==> src/rtl/bullet_controller_if.sv <==
`default_nettype none
// ============================================================================
// Module   : bullet_controller_if
// Purpose  : Tank-side bus of the bullet controller: controls in, bullet state out.
// Revision : 1.0
// ============================================================================
interface bullet_controller_if;
  logic       frame_tick;
  logic       fire;
  logic [9:0] tank_xpos;
  logic [9:0] tank_ypos;
  logic [1:0] tank_dir;
  logic [9:0] enemy_xpos;
  logic [9:0] enemy_ypos;
  logic       bullet_hit;
  logic [9:0] bullet1xpos;
  logic [9:0] bullet1ypos;
  logic [9:0] bullet2xpos;
  logic [9:0] bullet2ypos;
  logic [9:0] bullet3xpos;
  logic [9:0] bullet3ypos;
  logic [2:0] bullet_active;
  logic       fired;
  logic       hit_pulse;
  logic [7:0] score;

  modport master (
    output frame_tick, fire, tank_xpos, tank_ypos, tank_dir,
           enemy_xpos, enemy_ypos, bullet_hit,
    input  bullet1xpos, bullet1ypos, bullet2xpos, bullet2ypos,
           bullet3xpos, bullet3ypos, bullet_active, fired, hit_pulse, score
  );

  modport slave (
    input  frame_tick, fire, tank_xpos, tank_ypos, tank_dir,
           enemy_xpos, enemy_ypos, bullet_hit,
    output bullet1xpos, bullet1ypos, bullet2xpos, bullet2ypos,
           bullet3xpos, bullet3ypos, bullet_active, fired, hit_pulse, score
  );
endinterface
`default_nettype wire

==> src/rtl/bullet_controller.sv <==
`default_nettype none
// ============================================================================
// Module   : bullet_controller
// Purpose  : Three-slot bullet spawn/move/retire engine for one tank, stepped on
//            frame_tick. Macro SCORE_COUNTER_EN enables the saturating hit score.
// Revision : 1.0
// ============================================================================
module bullet_controller #(
  parameter int BULLET_SPEED    = 4,
  parameter int SCREEN_W        = 640,
  parameter int SCREEN_H        = 480,
  parameter int TANK_SIZE       = 32,
  parameter int COOLDOWN_FRAMES = 15
) (
  input  logic               clock,
  input  logic               reset_n,
  bullet_controller_if.slave bus
);
  localparam int              CD_W    = (COOLDOWN_FRAMES > 1) ? $clog2(COOLDOWN_FRAMES + 1) : 1;
  localparam logic [10:0]     SPEED_W = 11'(BULLET_SPEED);
  localparam logic [9:0]      SPEED_N = 10'(BULLET_SPEED);
  localparam logic [10:0]     X_MAX   = 11'(SCREEN_W - 1);
  localparam logic [10:0]     Y_MAX   = 11'(SCREEN_H - 1);
  localparam logic [10:0]     BOX     = 11'(TANK_SIZE);
  localparam logic [9:0]      HALF    = 10'(TANK_SIZE / 2);
  localparam logic [9:0]      PARK    = 10'h3FF;
  localparam logic [CD_W-1:0] CD_LOAD = CD_W'(COOLDOWN_FRAMES);
  localparam logic [CD_W-1:0] CD_ONE  = CD_W'(1);

  logic [2:0]      active_q, active_d;
  logic [9:0]      x_q [3];
  logic [9:0]      x_d [3];
  logic [9:0]      y_q [3];
  logic [9:0]      y_d [3];
  logic [1:0]      dir_q [3];
  logic [1:0]      dir_d [3];
  logic [CD_W-1:0] cooldown_q, cooldown_d;
  logic            pending_q, pending_d;
  logic            fired_q, fired_d;
  logic            hit_q, hit_d;
  logic            fire_req, spawn_done, leave;
  logic [10:0]     ex, ey;

  assign fire_req = pending_q | bus.fire;
  assign ex       = {1'b0, bus.enemy_xpos};
  assign ey       = {1'b0, bus.enemy_ypos};

  always_comb begin
    active_d   = active_q;
    cooldown_d = cooldown_q;
    pending_d  = fire_req;
    fired_d    = 1'b0;
    hit_d      = 1'b0;
    spawn_done = 1'b0;
    leave      = 1'b0;
    for (int i = 0; i < 3; i++) begin
      x_d[i]   = x_q[i];
      y_d[i]   = y_q[i];
      dir_d[i] = dir_q[i];
    end
    if (bus.frame_tick) begin
      pending_d = 1'b0;
      for (int i = 0; i < 3; i++) begin
        leave = 1'b0;
        if (active_q[i]) begin
          if (bus.bullet_hit &&
              ({1'b0, x_q[i]} > ex) && ({1'b0, x_q[i]} < ex + BOX) &&
              ({1'b0, y_q[i]} > ey) && ({1'b0, y_q[i]} < ey + BOX)) begin
            hit_d = 1'b1;
            leave = 1'b1;
          end else begin
            unique case (dir_q[i])
              2'd0: begin
                leave  = {1'b0, y_q[i]} < SPEED_W;
                y_d[i] = y_q[i] - SPEED_N;
              end
              2'd1: begin
                leave  = ({1'b0, x_q[i]} + SPEED_W) > X_MAX;
                x_d[i] = x_q[i] + SPEED_N;
              end
              2'd2: begin
                leave  = ({1'b0, y_q[i]} + SPEED_W) > Y_MAX;
                y_d[i] = y_q[i] + SPEED_N;
              end
              default: begin
                leave  = {1'b0, x_q[i]} < SPEED_W;
                x_d[i] = x_q[i] - SPEED_N;
              end
            endcase
          end
          if (leave) begin
            active_d[i] = 1'b0;
            x_d[i]      = PARK;
            y_d[i]      = PARK;
          end
        end
      end
      // Only slots free before this tick are candidates; freshly freed ones wait a tick.
      if (fire_req && (cooldown_q == '0)) begin
        for (int i = 0; i < 3; i++) begin
          if (!active_q[i] && !spawn_done) begin
            spawn_done  = 1'b1;
            active_d[i] = 1'b1;
            x_d[i]      = bus.tank_xpos + HALF;
            y_d[i]      = bus.tank_ypos + HALF;
            dir_d[i]    = bus.tank_dir;
          end
        end
      end
      if (spawn_done) begin
        fired_d    = 1'b1;
        cooldown_d = CD_LOAD;
      end else if (cooldown_q != '0) begin
        cooldown_d = cooldown_q - CD_ONE;
      end
    end
  end

  always_ff @(posedge clock or negedge reset_n) begin
    if (!reset_n) begin
      active_q   <= '0;
      cooldown_q <= '0;
      pending_q  <= 1'b0;
      fired_q    <= 1'b0;
      hit_q      <= 1'b0;
      for (int i = 0; i < 3; i++) begin
        x_q[i]   <= PARK;
        y_q[i]   <= PARK;
        dir_q[i] <= 2'd0;
      end
    end else begin
      active_q   <= active_d;
      cooldown_q <= cooldown_d;
      pending_q  <= pending_d;
      fired_q    <= fired_d;
      hit_q      <= hit_d;
      for (int i = 0; i < 3; i++) begin
        x_q[i]   <= x_d[i];
        y_q[i]   <= y_d[i];
        dir_q[i] <= dir_d[i];
      end
    end
  end

  assign bus.bullet1xpos   = x_q[0];
  assign bus.bullet1ypos   = y_q[0];
  assign bus.bullet2xpos   = x_q[1];
  assign bus.bullet2ypos   = y_q[1];
  assign bus.bullet3xpos   = x_q[2];
  assign bus.bullet3ypos   = y_q[2];
  assign bus.bullet_active = active_q;
  assign bus.fired         = fired_q;
  assign bus.hit_pulse     = hit_q;

`ifdef SCORE_COUNTER_EN
  logic [7:0] score_q;

  always_ff @(posedge clock or negedge reset_n) begin
    if (!reset_n) begin
      score_q <= 8'd0;
    end else if (hit_q && (score_q != 8'hFF)) begin
      score_q <= score_q + 8'd1;
    end
  end

  assign bus.score = score_q;
`else
  assign bus.score = 8'd0;
`endif

endmodule
`default_nettype wire

==> src/flat_wrapper.sv <==
// flat-port wrapper written by rule: the top's interface ports become plain ports
module bullet_controller_flat 
#(
  parameter int BULLET_SPEED    = 4,
  parameter int SCREEN_W        = 640,
  parameter int SCREEN_H        = 480,
  parameter int TANK_SIZE       = 32,
  parameter int COOLDOWN_FRAMES = 15
)
  (clock, reset_n, bus_frame_tick, bus_fire, bus_tank_xpos, bus_tank_ypos, bus_tank_dir, bus_enemy_xpos, bus_enemy_ypos, bus_bullet_hit, bus_bullet1xpos, bus_bullet1ypos, bus_bullet2xpos, bus_bullet2ypos, bus_bullet3xpos, bus_bullet3ypos, bus_bullet_active, bus_fired, bus_hit_pulse, bus_score);
  bullet_controller_if bus_i ();
  input  logic clock;
  input  logic reset_n;
  input wire logic [$bits(bus_i.frame_tick)-1:0] bus_frame_tick;
  input wire logic [$bits(bus_i.fire)-1:0] bus_fire;
  input wire logic [$bits(bus_i.tank_xpos)-1:0] bus_tank_xpos;
  input wire logic [$bits(bus_i.tank_ypos)-1:0] bus_tank_ypos;
  input wire logic [$bits(bus_i.tank_dir)-1:0] bus_tank_dir;
  input wire logic [$bits(bus_i.enemy_xpos)-1:0] bus_enemy_xpos;
  input wire logic [$bits(bus_i.enemy_ypos)-1:0] bus_enemy_ypos;
  input wire logic [$bits(bus_i.bullet_hit)-1:0] bus_bullet_hit;
  output wire logic [$bits(bus_i.bullet1xpos)-1:0] bus_bullet1xpos;
  output wire logic [$bits(bus_i.bullet1ypos)-1:0] bus_bullet1ypos;
  output wire logic [$bits(bus_i.bullet2xpos)-1:0] bus_bullet2xpos;
  output wire logic [$bits(bus_i.bullet2ypos)-1:0] bus_bullet2ypos;
  output wire logic [$bits(bus_i.bullet3xpos)-1:0] bus_bullet3xpos;
  output wire logic [$bits(bus_i.bullet3ypos)-1:0] bus_bullet3ypos;
  output wire logic [$bits(bus_i.bullet_active)-1:0] bus_bullet_active;
  output wire logic [$bits(bus_i.fired)-1:0] bus_fired;
  output wire logic [$bits(bus_i.hit_pulse)-1:0] bus_hit_pulse;
  output wire logic [$bits(bus_i.score)-1:0] bus_score;
  assign bus_i.frame_tick = bus_frame_tick;
  assign bus_i.fire = bus_fire;
  assign bus_i.tank_xpos = bus_tank_xpos;
  assign bus_i.tank_ypos = bus_tank_ypos;
  assign bus_i.tank_dir = bus_tank_dir;
  assign bus_i.enemy_xpos = bus_enemy_xpos;
  assign bus_i.enemy_ypos = bus_enemy_ypos;
  assign bus_i.bullet_hit = bus_bullet_hit;
  assign bus_bullet1xpos = bus_i.bullet1xpos;
  assign bus_bullet1ypos = bus_i.bullet1ypos;
  assign bus_bullet2xpos = bus_i.bullet2xpos;
  assign bus_bullet2ypos = bus_i.bullet2ypos;
  assign bus_bullet3xpos = bus_i.bullet3xpos;
  assign bus_bullet3ypos = bus_i.bullet3ypos;
  assign bus_bullet_active = bus_i.bullet_active;
  assign bus_fired = bus_i.fired;
  assign bus_hit_pulse = bus_i.hit_pulse;
  assign bus_score = bus_i.score;
  bullet_controller #(.BULLET_SPEED(BULLET_SPEED), .SCREEN_W(SCREEN_W), .SCREEN_H(SCREEN_H), .TANK_SIZE(TANK_SIZE), .COOLDOWN_FRAMES(COOLDOWN_FRAMES)) u_core (.clock(clock), .reset_n(reset_n), .bus(bus_i));
endmodule
==> config.mk <==
export PLATFORM = sky130hd
export DESIGN_NAME = bullet_controller_flat
export DESIGN_NICKNAME = d
export VERILOG_FILES = /design/src/rtl/bullet_controller_if.sv /design/src/rtl/bullet_controller.sv /design/src/flat_wrapper.sv
export SDC_FILE = /design/constraint.sdc
export NUM_CORES = 1
export LEC_CHECK = 0
export ABC_CLOCK_PERIOD_IN_PS = 6350
export CAP_MARGIN = 25
export CELL_PAD_IN_SITES_DETAIL_PLACEMENT = 0
export CELL_PAD_IN_SITES_GLOBAL_PLACEMENT = 1
export CORE_MARGIN = 3
export CORE_UTILIZATION = 39
export CTS_CLUSTER_DIAMETER = 40
export CTS_CLUSTER_SIZE = 30
export DETAILED_ROUTE_END_ITERATION = 10
export PLACE_DENSITY = 0.81
export SLEW_MARGIN = 5
export SYNTH_ARGS = -nofsm -noshare
export SYNTH_HDL_FRONTEND = slang
export SYNTH_SLANG_ARGS = --single-unit
export TNS_END_PERCENT = 1
==> constraint.sdc <==
create_clock -name clock -period 6.35 [get_ports clock]
set_input_delay 0.9525 -clock clock [delete_from_list [all_inputs] [get_ports clock]]
set_output_delay 0.9525 -clock clock [all_outputs]
set_load 0.02 [all_outputs]
==> out/summary.txt <==
===========================================================================
Run status                                                     finished clean
Average wire length per cell after detail routing                   21.5 µm
Most used cells in the layout excluding fill and tap cells     sky130_fd_sc_hd__ha_1 (110), sky130_fd_sc_hd__clkdlybuf4s50_1 (110), sky130_fd_sc_hd__nand2_1 (94)
Max Transition Viols Final                                                0
Quantity of gates resized following cts                                   0
Worst Path Required                                                 6620 ps
Met3 wire length                                                    2.40 mm
Setup slack at placement                                            1630 ps
PortBufs                                                                111
Maximum number of pins on one net before global-route repair             56
Critical path, cell by cell                                    clkdlybuf4s50_1, ha_1, xnor2_1, ha_1, nand4b_1, a211oi_1, o32ai_1, a221oi_1, nor4_2, buf_4, nor2_1, buf_4, a41oi_1, a221o_1
Via density                                                            6.18
Worst IR drop on VDD                                                 219 µV
Quantity of hold-fixing buffers added after cts                           0
Horizontal extent of the die                                         156 µm
HPWL after detailed placement                                       24.3 mm
Worst EP arrival                                                    4760 ps
Grt total ovfl                                                            0
Post-synth top flop                                            sky130_fd_sc_hd__dfstp_2
Final-stage net count                                                  1364
Number of failing setup endpoints in the final timing report              0
Number of buffers between clock root and the deepest sink                 2
CTS buffer count                                                          9
RSZ-0062 raised after global routing                                     no
Starting density of the core                                          40.1%
Shortest clock period the worst path allows after layout            4490 ps
Fraction of layout cells with a size suffix above 1                   10.1%
Critical Path End Type                                            flip-flop
Total iterations of the first detailed-routing run                        5
Total area of multi-input combinational cells                      6290 µm²
Total buffers and inverters traversed by the critical path                3
Area grow syn2layout                                                  18.0%
Leakage                                                          0.00432 µW
Wire length of the first global-routing pass                        50.3 mm
DRC Markers                                                               0
Highest Clock Rate                                                  223 MHz
Total power per unit cell area                                   411 nW/µm²
Sequential fraction of the synthesis area                             22.4%
Async set or reset register ratio after synthesis                      100%
Total core area                                                   22000 µm²
Vert. Die Dim                                                        156 µm
Detailed-route via count                                               9227
Final cycle utilization of the critical path                          70.7%
Diode count                                                               0
Setup CP Type                                                  input pin to flip-flop
TritonCTS clock tree                                                   done
Crit start category                                               input pin
H-Tree Level Count                                                        3
Worst setup skew after layout                                       7.41 ps
Number of routed nets with antenna violations                             0
Metal1 wirelength                                                   14.5 mm
Via count of the first global-routing pass                             8601
GPL Wtd Cong                                                          0.934
Clock Latency Late Sink                                              340 ps
Combined global-route utilization of all metal layers                 26.0%
Highest metal used                                                     met4
Worst hold margin                                                    491 ps
Actual slew at the worst max-slew pin                               1000 ps
Critical path fanouts, max                                               20
Row cnt                                                                  54
Clock Pin Slew Worst Setup and Hold Paths                             60 ps
Postcts setup bufs                                                        0
Hold violation total from the final report                                0
Root cell of the clock tree                                    sky130_fd_sc_hd__clkbuf_16
Met2 routed WL                                                      14.6 mm
Path category of the worst min-delay check                     input pin to asynchronous set/reset pin
Post-Synthesis Mean Instance Area                                  7.77 µm²
Synthesized instance count                                             1136
Number of flops mapped to enable cells by yosys                           0
Max-cap check violation count                                             0
Max transition margin                                                 32.4%
Area used by sequential logic in the layout                        1980 µm²
Biggest cell delay along the critical path                           540 ps
Setup Total Neg Slack                                                  0 ps
Clock Sink Count                                                         76
Violation count after the first detailed-routing iteration              800
Seq cells post-synth                                                     76
Family with the most delay on the worst path                   compound AO/OA/AOI/OAI gates
Placed inst area                                                  10100 µm²
# IOs                                                                   120
Post-layout worst setup margin                                      1860 ps
Cell at the slowest stage of the critical path                 sky130_fd_sc_hd__a221oi_1
Count of unique library cells instantiated by Yosys                      84
Post-layout instance area                                         10400 µm²
Initial antenna violation count                                           0
Die ar.                                                           24500 µm²
# fillers                                                              2226
Post-Syn Area                                                      8830 µm²
Post-Route WL                                                       32.1 mm
Synth Warn #                                                              0
===========================================================================
-- state kept, by name, indices dropped and copies added (netlist names) --
name	cells
u_core.bus.bullet1ypos	10
u_core.bus.bullet2xpos	10
u_core.bus.bullet2ypos	10
u_core.bus.fired	1
u_core.pending_q	1
u_core.dir_q	6
u_core.cooldown_q	4
u_core.bus.bullet1xpos	10
u_core.bus.bullet_active	3
u_core.bus.bullet3ypos	10
u_core.bus.hit_pulse	1
u_core.bus.bullet3xpos	10
-- logic make-up (layout without fill, tap and decap cells) --
| family | after synthesis | count (layout) | share of synthesized area, % |
|---|---|---|---|
| AOI/OAI and AO/OA | 354 | 354 | 27.1 |
| xor gates and xnor gates | 33 | 33 | 3.36 |
| adders and majority gates | 110 | 110 | 15.6 |
| buffers and inverters | 141 | 210 | 6.63 |
| DFF | 76 | 76 | 22.4 |
| muxes | 12 | 12 | 1.36 |
| other | 1 | 8 | 0.0425 |
| and+or+nand+nor | 409 | 409 | 23.5 |
-- worst paths after layout --
kind	to	from	slack, ps	cells past startpoint
setup / recovery	u_core.bus.bullet2ypos[6]$_DFFE_PN1P_	bus_enemy_xpos[5]	1860	14
hold / removal	u_core.cooldown_q[1]$_DFFE_PN0P_	reset_n	490	1
setup reg to reg	u_core.bus.bullet2ypos[6]$_DFFE_PN1P_	u_core.bus.bullet2xpos[5]$_DFFE_PN1P_	2740	11
hold reg to reg	u_core.cooldown_q[1]$_DFFE_PN0P_	u_core.cooldown_q[1]$_DFFE_PN0P_	510	2
max in group asynchronous	u_core.bus.hit_pulse$_DFF_PN0_	reset_n	4830	2
min in group clock	u_core.cooldown_q[1]$_DFFE_PN0P_	u_core.cooldown_q[1]$_DFFE_PN0P_	510	2
-- metal layers --
metal / GRT usage (%) / vias up
li1: - / 4375
met1: 37.8 / 4435
met2: 40.9 / 370
met3: 3.87 / 47
met4: 5.34 / 0
met5: 0 / -
-- where the power goes --
group	leakage [µW]	switching, µW	internal (µW)
clock	0.000150	222	347
sequential	0.000823	527	760
combinational	0.00335	1350	1080
total	0.00432	2100	2190
-- Yosys cell counts, types with 12 or more instances --
| cell type | n | share of area [%] |
|---|---|---|
| sky130_fd_sc_hd__ha_1 | 110 | 16 |
| sky130_fd_sc_hd__nand2_1 | 94 | 4.0 |
| sky130_fd_sc_hd__nor2_1 | 87 | 3.7 |
| sky130_fd_sc_hd__a21oi_1 | 80 | 4.5 |
| sky130_fd_sc_hd__inv_1 | 67 | 2.8 |
| sky130_fd_sc_hd__o21ai_0 | 65 | 3.7 |
| sky130_fd_sc_hd__dfstp_2 | 60 | 18 |
| sky130_fd_sc_hd__nand3_1 | 60 | 3.4 |
| sky130_fd_sc_hd__clkbuf_1 | 52 | 2.2 |
| sky130_fd_sc_hd__nor3_1 | 29 | 1.6 |
| sky130_fd_sc_hd__nand4_1 | 23 | 1.6 |
| sky130_fd_sc_hd__xnor2_1 | 23 | 2.3 |
| sky130_fd_sc_hd__a21o_1 | 20 | 1.7 |
| sky130_fd_sc_hd__and3_1 | 18 | 1.3 |
| sky130_fd_sc_hd__o22ai_1 | 18 | 1.3 |
| sky130_fd_sc_hd__dfrtp_1 | 16 | 4.5 |
| sky130_fd_sc_hd__a31oi_1 | 14 | 0.99 |
| sky130_fd_sc_hd__or2_2 | 14 | 0.99 |
| sky130_fd_sc_hd__nand2b_1 | 13 | 0.92 |
| sky130_fd_sc_hd__mux2i_1 | 12 | 1.4 |
| sky130_fd_sc_hd__nor4_1 | 12 | 0.85 |
| sky130_fd_sc_hd__or3_1 | 12 | 0.85 |
-- cell type report --
class                   instances  share of cell area (%)
multi-input cells             926                    60.4
clock inverters                 5                   0.817
clock buffers                  11                    2.23
repair buffers                126                    11.7
well taps                     280                    3.36
flip-flops and latches         76                    19.0
inverters                      68                    2.45
-- metrics by stage --
| stage | total power (µW) | std cells | utilization, % |
|---|---|---|---|
| 2_1_floorplan | 2800 | 1143 | - |
| 3_3_place_gp | 3650 | 1475 | 45.8 |
| 3_5_place_dp | 3670 | 1475 | 45.8 |
| 4_1_cts | 4260 | 1491 | 47.3 |
| 5_1_grt | 4630 | 1492 | 47.3 |
| 6_report | 4280 | 1492 | 47.3 |
-- worst reg2reg max path, delay by kind of cell (launching register included) --
family | cells | cell delay, ps
DFF | 1 | 750
buffers and inverters | 2 | 490
adders and majority gates | 1 | 340
AOI/OAI and AO/OA | 5 | 1520
and+or+nand+nor | 3 | 450
No activity file was read; power rests on OpenSTA's default activity.
